<file path="src/rtl/csr_regfile.sv">
// csr_regfile: machine-mode CSR file with trap/mret sequencing and a
// one-cycle fetch redirect pulse.
// Optional feature: define CSR_MCYCLE_EN to build the free-running mcycle
// counter; without it mcycle reads 0 and writes to it are dropped.
module csr_regfile #(
  parameter logic [1:0] RESET_MODE = 2'b11
) (
  input  logic        clk,
  input  logic        reset,
  input  logic [11:0] ra,
  output logic [63:0] rd,
  input  logic        wvalid,
  input  logic [11:0] wa,
  input  logic [63:0] wd,
  input  logic        trap_valid,
  input  logic [63:0] trap_pc,
  input  logic [63:0] trap_cause,
  input  logic [63:0] trap_tval,
  input  logic        mret_valid,
  output logic        redirect_valid,
  output logic [63:0] redirect_pc,
  output logic [1:0]  mode
);

  localparam logic [11:0] A_MSTATUS  = 12'h300;
  localparam logic [11:0] A_MIE      = 12'h304;
  localparam logic [11:0] A_MTVEC    = 12'h305;
  localparam logic [11:0] A_MSCRATCH = 12'h340;
  localparam logic [11:0] A_MEPC     = 12'h341;
  localparam logic [11:0] A_MCAUSE   = 12'h342;
  localparam logic [11:0] A_MTVAL    = 12'h343;
  localparam logic [11:0] A_MIP      = 12'h344;
  localparam logic [11:0] A_MCYCLE   = 12'hB00;
  localparam logic [11:0] A_MHARTID  = 12'hF14;

  typedef enum logic {IDLE, REDIRECT} state_t;

  state_t      state;
  logic [63:0] csr_mie;
  logic [63:0] csr_mip;
  logic [63:0] mtvec;
  logic [63:0] mscratch;
  logic [63:0] mepc;
  logic [63:0] mcause;
  logic [63:0] mtval;
  logic        st_mie;
  logic        st_mpie;
  logic [1:0]  st_mpp;
  logic [63:0] mstatus;
  logic [63:0] mcycle_rd;

  // A CSR write only lands when no trap/mret outranks it and we are not flushing
  logic        csr_we;
  assign csr_we  = (state == IDLE) && !trap_valid && !mret_valid && wvalid;
  assign mstatus = {51'b0, st_mpp, 3'b0, st_mpie, 3'b0, st_mie, 3'b0};

`ifdef CSR_MCYCLE_EN
  logic [63:0] mcycle;

  // Free-running cycle counter; an accepted write replaces the increment
  always_ff @(posedge clk) begin
    if (reset)
      mcycle <= '0;
    else if (csr_we && wa == A_MCYCLE)
      mcycle <= wd;
    else
      mcycle <= mcycle + 64'd1;
  end

  assign mcycle_rd = mcycle;
`else
  assign mcycle_rd = '0;
`endif

  // Read mux straight from registered state; satp and unmapped read 0
  always_comb begin
    rd = '0;
    case (ra)
      A_MHARTID:  rd = '0;
      A_MIE:      rd = csr_mie;
      A_MIP:      rd = csr_mip;
      A_MTVEC:    rd = mtvec;
      A_MSTATUS:  rd = mstatus;
      A_MSCRATCH: rd = mscratch;
      A_MEPC:     rd = mepc;
      A_MCAUSE:   rd = mcause;
      A_MCYCLE:   rd = mcycle_rd;
      A_MTVAL:    rd = mtval;
      default:    rd = '0;
    endcase
  end

  // Redirect FSM plus CSR updates: trap > mret > write, all ignored in REDIRECT
  always_ff @(posedge clk) begin
    if (reset) begin
      state          <= IDLE;
      redirect_valid <= 1'b0;
      redirect_pc    <= '0;
      mode           <= RESET_MODE;
      csr_mie        <= '0;
      csr_mip        <= '0;
      mtvec          <= '0;
      mscratch       <= '0;
      mepc           <= '0;
      mcause         <= '0;
      mtval          <= '0;
      st_mie         <= 1'b0;
      st_mpie        <= 1'b0;
      st_mpp         <= 2'b00;
    end else begin
      case (state)
        IDLE: begin
          redirect_valid <= 1'b0;
          if (trap_valid) begin
            state          <= REDIRECT;
            redirect_valid <= 1'b1;
            redirect_pc    <= mtvec;
            mepc           <= {trap_pc[63:2], 2'b00};
            mcause         <= trap_cause;
            mtval          <= trap_tval;
            st_mpie        <= st_mie;
            st_mie         <= 1'b0;
            st_mpp         <= mode;
            mode           <= 2'b11;
          end else if (mret_valid) begin
            state          <= REDIRECT;
            redirect_valid <= 1'b1;
            redirect_pc    <= mepc;
            st_mie         <= st_mpie;
            st_mpie        <= 1'b1;
            mode           <= st_mpp;
            st_mpp         <= 2'b00;
          end else if (wvalid) begin
            case (wa)
              A_MIE:      csr_mie  <= wd;
              A_MIP:      csr_mip  <= wd;
              A_MTVEC:    mtvec    <= {wd[63:2], 2'b00};
              A_MSCRATCH: mscratch <= wd;
              A_MEPC:     mepc     <= {wd[63:2], 2'b00};
              A_MCAUSE:   mcause   <= wd;
              A_MTVAL:    mtval    <= wd;
              A_MSTATUS: begin
                st_mie  <= wd[3];
                st_mpie <= wd[7];
                st_mpp  <= wd[12:11];
              end
              default: ;
            endcase
          end
        end
        REDIRECT: begin
          state          <= IDLE;
          redirect_valid <= 1'b0;
        end
        default: begin
          state          <= IDLE;
          redirect_valid <= 1'b0;
        end
      endcase
    end
  end

endmodule

</file>
<file path="config.mk">
export PLATFORM = sky130hd
export DESIGN_NAME = csr_regfile
export DESIGN_NICKNAME = d
export VERILOG_FILES = /design/src/rtl/csr_regfile.sv
export SDC_FILE = /design/constraint.sdc
export NUM_CORES = 1
export LEC_CHECK = 0
export BUFFER_PORTS_ARGS = -buffer_cell sky130_fd_sc_hd__buf_2
export CELL_PAD_IN_SITES_DETAIL_PLACEMENT = 1
export CELL_PAD_IN_SITES_GLOBAL_PLACEMENT = 2
export CORE_ASPECT_RATIO = 0.9
export CORE_MARGIN = 3
export CORE_UTILIZATION = 38
export CTS_CLUSTER_DIAMETER = 200
export DETAILED_ROUTE_END_ITERATION = 8
export GPL_TIMING_DRIVEN = 1
export PLACE_DENSITY = 0.86
export SLEW_MARGIN = 40
export SYNTH_ARGS = -nofsm -noshare
export SYNTH_HDL_FRONTEND = slang
export SYNTH_SLANG_ARGS = --single-unit
</file>
<file path="constraint.sdc">
create_clock -name clk -period 4.8 [get_ports clk]
set_input_delay 0.96 -clock clk [delete_from_list [all_inputs] [get_ports clk]]
set_output_delay 0.96 -clock clk [all_outputs]
set_load 0.05 [all_outputs]
</file>
# [Word-level counts from Yosys, hierarchy flattened]
# Index checks and enable logic that the tools add are counted.
[op_classes] n_bitwise=3 n_reduce_logical=16 eq_ne=17 mux=32
[ops] op="64-bit 2-to-1 mux" count=14
[ops] op="64-bit one-hot mux with 8 select lines" count=1
[ops] op="12-bit by 10-bit == test with 1-bit output, second input constant" count=16
[ops] op="5-bit AND reduction" count=4
[ops] op="2-bit 2-to-1 mux" count=6
[ops] op="4-bit AND reduction" count=3
[ops] op="1-bit 2-to-1 mux" count=10
[ops] op="2-bit nonzero test" count=5
[ops] op="3-bit nonzero test" count=2
[ops] op="1-bit NOT" count=3
[ops] op="3-bit AND reduction" count=1
[ops] op="2-bit != test, second input constant" count=1
[ops] op="1-bit one-hot mux with 2 select lines" count=1
[ops] op="2-bit AND reduction" count=1
[word_totals] regBits=517 in_bits=285

# [Logic depth before layout (Yosys ltp)]
[logic_depth] depth_word=5 ltp_mapped=8 ltp_nobuf=4

# [Worst setup path after synthesis]
# Ideal clock, no wire load.
[synth_timing] path_kind="input to output" start="in ra[2]" end="out rd[26]" setup_slack_ns=0.795 t_required_ns=3.840 arrival_time_ns=3.045 cell_stages=7 n_path_buf=4 cell_sequence="clkbuf_1 -> buf_2 -> buf_1 -> and2_1 -> clkbuf_1 -> a222oi_1 -> o2bb2ai_1"
[synth_via] elab_chain_len=2 word_cells_on_any_way=9
[synth_lines] element="start: declaration" line="10" source="input logic [11:0] ra,"
[synth_lines] element="12-bit by 10-bit == test with 1-bit output" line="78" source="case (ra)"
[synth_lines] element="64-bit one-hot mux with 8 select lines (*)" line="78"
[synth_lines] element="end: declaration" line="11" source="output logic [63:0] rd,"
# Every way passes the cells marked *; elsewhere a longest branch is shown, timed or not.

# [Worst setup path in the final report]
[layout_timing] start="in ra[2]" end="out rd[18]"
# The elaborated chain is that of the path after synthesis.

==> summary.md <==
| Metric | Value |
|---|---|
| Status | `finished clean` |
| Post-CTS Setup Bufs | `0` |
| Final ANT Viol Nets | `0` |
| Sw frac | `between 20 and 30%` |
| Min-Delay Startpoint | `csr_mip[50]$_SDFFE_PP0P_` |
| Num ports | `~420` |
| Post-route DRC | `0` |
| Final HPWL DP | `60100 um` |
| Sw Pwr | `roughly 2.8 mW` |
| Placed cell count | `between 3000 and 4000` |
| Nets | `around 3200` |
| CP Launch Type | `input port` |
| Synth Area in Simple Gates | `a little under a fifth` |
| Slew HR | `a little over two fifths` |
| Tcrit/Tclk final | `88.1%` |
| EDFF count, synth | `0` |
| Area contributors post-synth | `dfxtp_1, mux2i_1, nand2b_1` |
| Worst-Skew Late Latency | `0.62 ns` |
| Compound-Gate Fraction of Synth Area | `approximately a fifth` |
| Max Freq | `0.237 GHz` |
| Largest family of logic cells by synthesized area | `compound AO/OA/AOI/OAI gates` |
| Initial DRC count | `between 1000 and 1500` |
| Worst VDD drop | `around 0.26 mV` |
| # hold bufs at CTS | `0` |
| Top sig layer | `met5` |
| Metal2 WL | `46500 um` |
| Synthesized area per cell | `between 9 and 10 um^2` |
| Fraction of layout cells with a size suffix above 1 | `a little under a quarter` |
| Fillers | `around 7400` |
| Vias in the first global route | `24060` |
| MaxCap Viol Count | `0` |
| Vert. Die Dim | `between 200 and 250 um` |
| Resize count post-CTS | `0` |
| Vias per cell | `~6` |
| Buffers from clock root to sink, at most | `3` |
| Crit. End Element | `primary output` |
| Mapped Area | `around 25000 um^2` |
| Setup Skew | `0.0186 ns` |
| Mux cell area share after synthesis | `between 10% and 20%` |
| Least-Margin Pin Slew | `~0.84 ns` |
| Power Dens Cells | `349 nW/um^2` |
| Grt total ovfl | `0` |
| Area Growth Syn to Fin | `18.4%` |
| Final worst setup slack | `~0.57 ns` |
| Wire length on met3 | `between 5000 and 6000 um` |
| Row cnt | `88` |
| Dominant cell type by area after synthesis | `dfxtp_1` |
| CP Data Required Time | `between 3 and 4 ns` |
| Adder-cell share of the synthesized area | `0%` |
| Final setup viols | `0` |
| Largest net degree at the start of global routing | `around 130` |
| Die Footprint | `68800 um^2` |
| H-tree depth | `2` |
| Synthesis warning total | `0` |
| Slowest-stage cell, CP | `buf_4` |
| Gate power share | `approximately 13%` |
| RSZ-0062 raised after global routing | `no` |
| Ys flop type | `dfxtp_1` |
| R2R setup slack | `around 2.2 ns` |
| Hold endpoint | `csr_mip[50]$_SDFFE_PP0P_` |
| Non-filler instance count after layout | `3843` |
| Reg-to-reg startpoint | `state$_SDFF_PP0_` |
| Drt wl/cell | `roughly 25 um` |
| Worst min-delay path class | `flip-flop to flip-flop` |
| CTS clk-pin slew, worst paths | `about 0.060 ns` |
| Top cell type's share of synthesized area | `~41%` |
| Reg2reg path depth | `5` |
| Critical path arrival | `approximately 3.3 ns` |
| GRT Total Usage | `between 20% and 30%` |
| Hold_ws | `0.475 ns` |
| Crit path time final | `~4.2 ns` |
| Clock share of power | `between 40 and 50%` |
| TritonCTS clock tree | `yes` |
| Pint | `around 7.5 mW` |
| Cells after Synth | `between 2000 and 3000` |
| WHS Path Cells | `2` |
| Total power | `10.3 mW` |
| Final core utilization | `~46%` |
| Critical Path Fanout Max | `29` |
| First-pass GRT wire length | `approximately 150000 um` |
| Endpoints failing hold | `0` |
| Core Box Area | `approximately 65000 um^2` |
| Seq pwr share | `between 40 and 50%` |
| Wl on met1 | `around 42000 um` |
| End of the worst register-to-register path | `mepc[41]$_SDFFE_PP0P_` |
| Post-synthesis cell type count | `just over 50` |
| Most used cell, CP | `buf_4` |
| Setup TNS | `0 ns` |
| Synth Area in XOR/XNOR | `0%` |
| Clock sinks | `513` |
| Pre-Repair DR Iteration Count | `7` |
| Static Leakage | `roughly 12 nW` |
| Finished Cell Area | `just under 30000 um^2` |
| Initial antenna violation count | `18` |
| Yosys reg bits | `513` |
| CP cell instances | `buf_4 > nand2b_1 > nor3_1 > nor2b_4 > buf_4 > a221o_1 > buf_2` |
| Place WS | `about 0.60 ns` |
| Worst Setup Path Type | `input port to primary output` |
| Slew Limit Fails | `0` |
| TritonCTS Buffers | `between 50 and 60` |
| GPL Wtd Cong | `~0.8` |
| Crit-path max cell delay | `around 0.47 ns` |
| Sequential area share after synthesis | `41.1%` |
| Die width | `about 280 um` |
| Area of placed instances | `27700 um^2` |
| Final WL | `96600 um` |
| Via count | `around 23000` |
| Share of flip-flops with an asynchronous set or reset | `0%` |
| PortBufs | `around 410` |
| Clock root buffer | `clkbuf_16` |
| Initial Utilization | `approximately two fifths` |
-- registers in the layout (all words and copies together) (netlist names) --
register / cells
mscratch: 64
redirect_pc: 62
mcause: 64
state: 1
mepc: 62
st_mpp: 2
mtvec: 62
st_mpie: 1
csr_mip: 64
csr_mie: 64
st_mie: 1
mtval: 64
mode: 2
-- Yosys cell counts (13+ instances only) --
| library cell | number |
|---|---|
| a21oi_1 | 58 |
| a311oi_1 | 186 |
| a22oi_1 | 53 |
| nor2b_1 | 67 |
| dfxtp_1 | 513 |
| a221o_1 | 54 |
| nand2b_1 | 324 |
| mux2i_1 | 269 |
| o21ai_1 | 60 |
| mux2_2 | 116 |
| nand2_1 | 247 |
| nor2_1 | 141 |
| buf_2 | 37 |
| o21ai_0 | 65 |
| clkbuf_1 | 200 |
| nor3b_1 | 66 |
| a211oi_1 | 130 |
| buf_1 | 13 |
-- kinds of logic after synthesis --
family | after synthesis
DFF | 513
and+or+nand+nor | 873
other | 1
AOI/OAI and AO/OA | 634
buffers and inverters | 273
muxes | 389
-- power by group through the flow --
stage | clock network [mW] | registers, mW | logic [mW]
after floorplan | 0 | 4.77 | 0.697
after global placement | 0 | 4.63 | 1.25
after detailed placement | 0 | 4.64 | 1.30
after CTS | 4.53 | 4.55 | 1.31
after global routing | 4.70 | 4.57 | 1.41
final | 4.45 | 4.55 | 1.31
-- per-layer routing --
layer | up-vias | global-route usage [%]
met5 | - | 0
met4 | 14 | 9.07
met3 | 184 | 4.38
met2 | 697 | 45.8
met1 | 11414 | 34.4
li1 | 10280 | -
-- cell type report --
type	instances	area (um^2)	area share, %
Multi-Input combinational cell	1898	13600	45.8
Sequential cell	513	10300	34.7
Timing Repair Buffer	463	2780	9.39
Clock buffer	90	1730	5.86
Tap cell	855	1070	3.62
Clock inverter	13	144	0.487
Antenna cell	11	27.5	0.0931
-- worst max-delay path: cells and delay by family --
family / cells / cell delay [ns]
simple gates: 3 / 0.82
buf+inv: 3 / 1.11
compound gates: 1 / 0.32
-- cells in the final DEF, fill, tap and decap left out, types with 116 or more instances in the layout --
master,n
dfxtp_1,513
buf_2,404
nand2b_1,324
mux2i_1,269
nand2_1,245
a311oi_1,186
nor2_1,141
a211oi_1,130
mux2_2,116
-- how the worst max path moves through the flow --
stage	startpoint	endpoint	slack, ns	cells after the start
floorplan	ra[2]	rd[26]	0.80	7
global placement	ra[5]	rd[25]	0.66	8
detailed placement	ra[2]	rd[18]	0.60	7
CTS	ra[2]	rd[18]	0.59	7
global route	ra[2]	rd[18]	0.49	7
finish	ra[2]	rd[18]	0.57	7
Power figures use the tool's default switching activity.
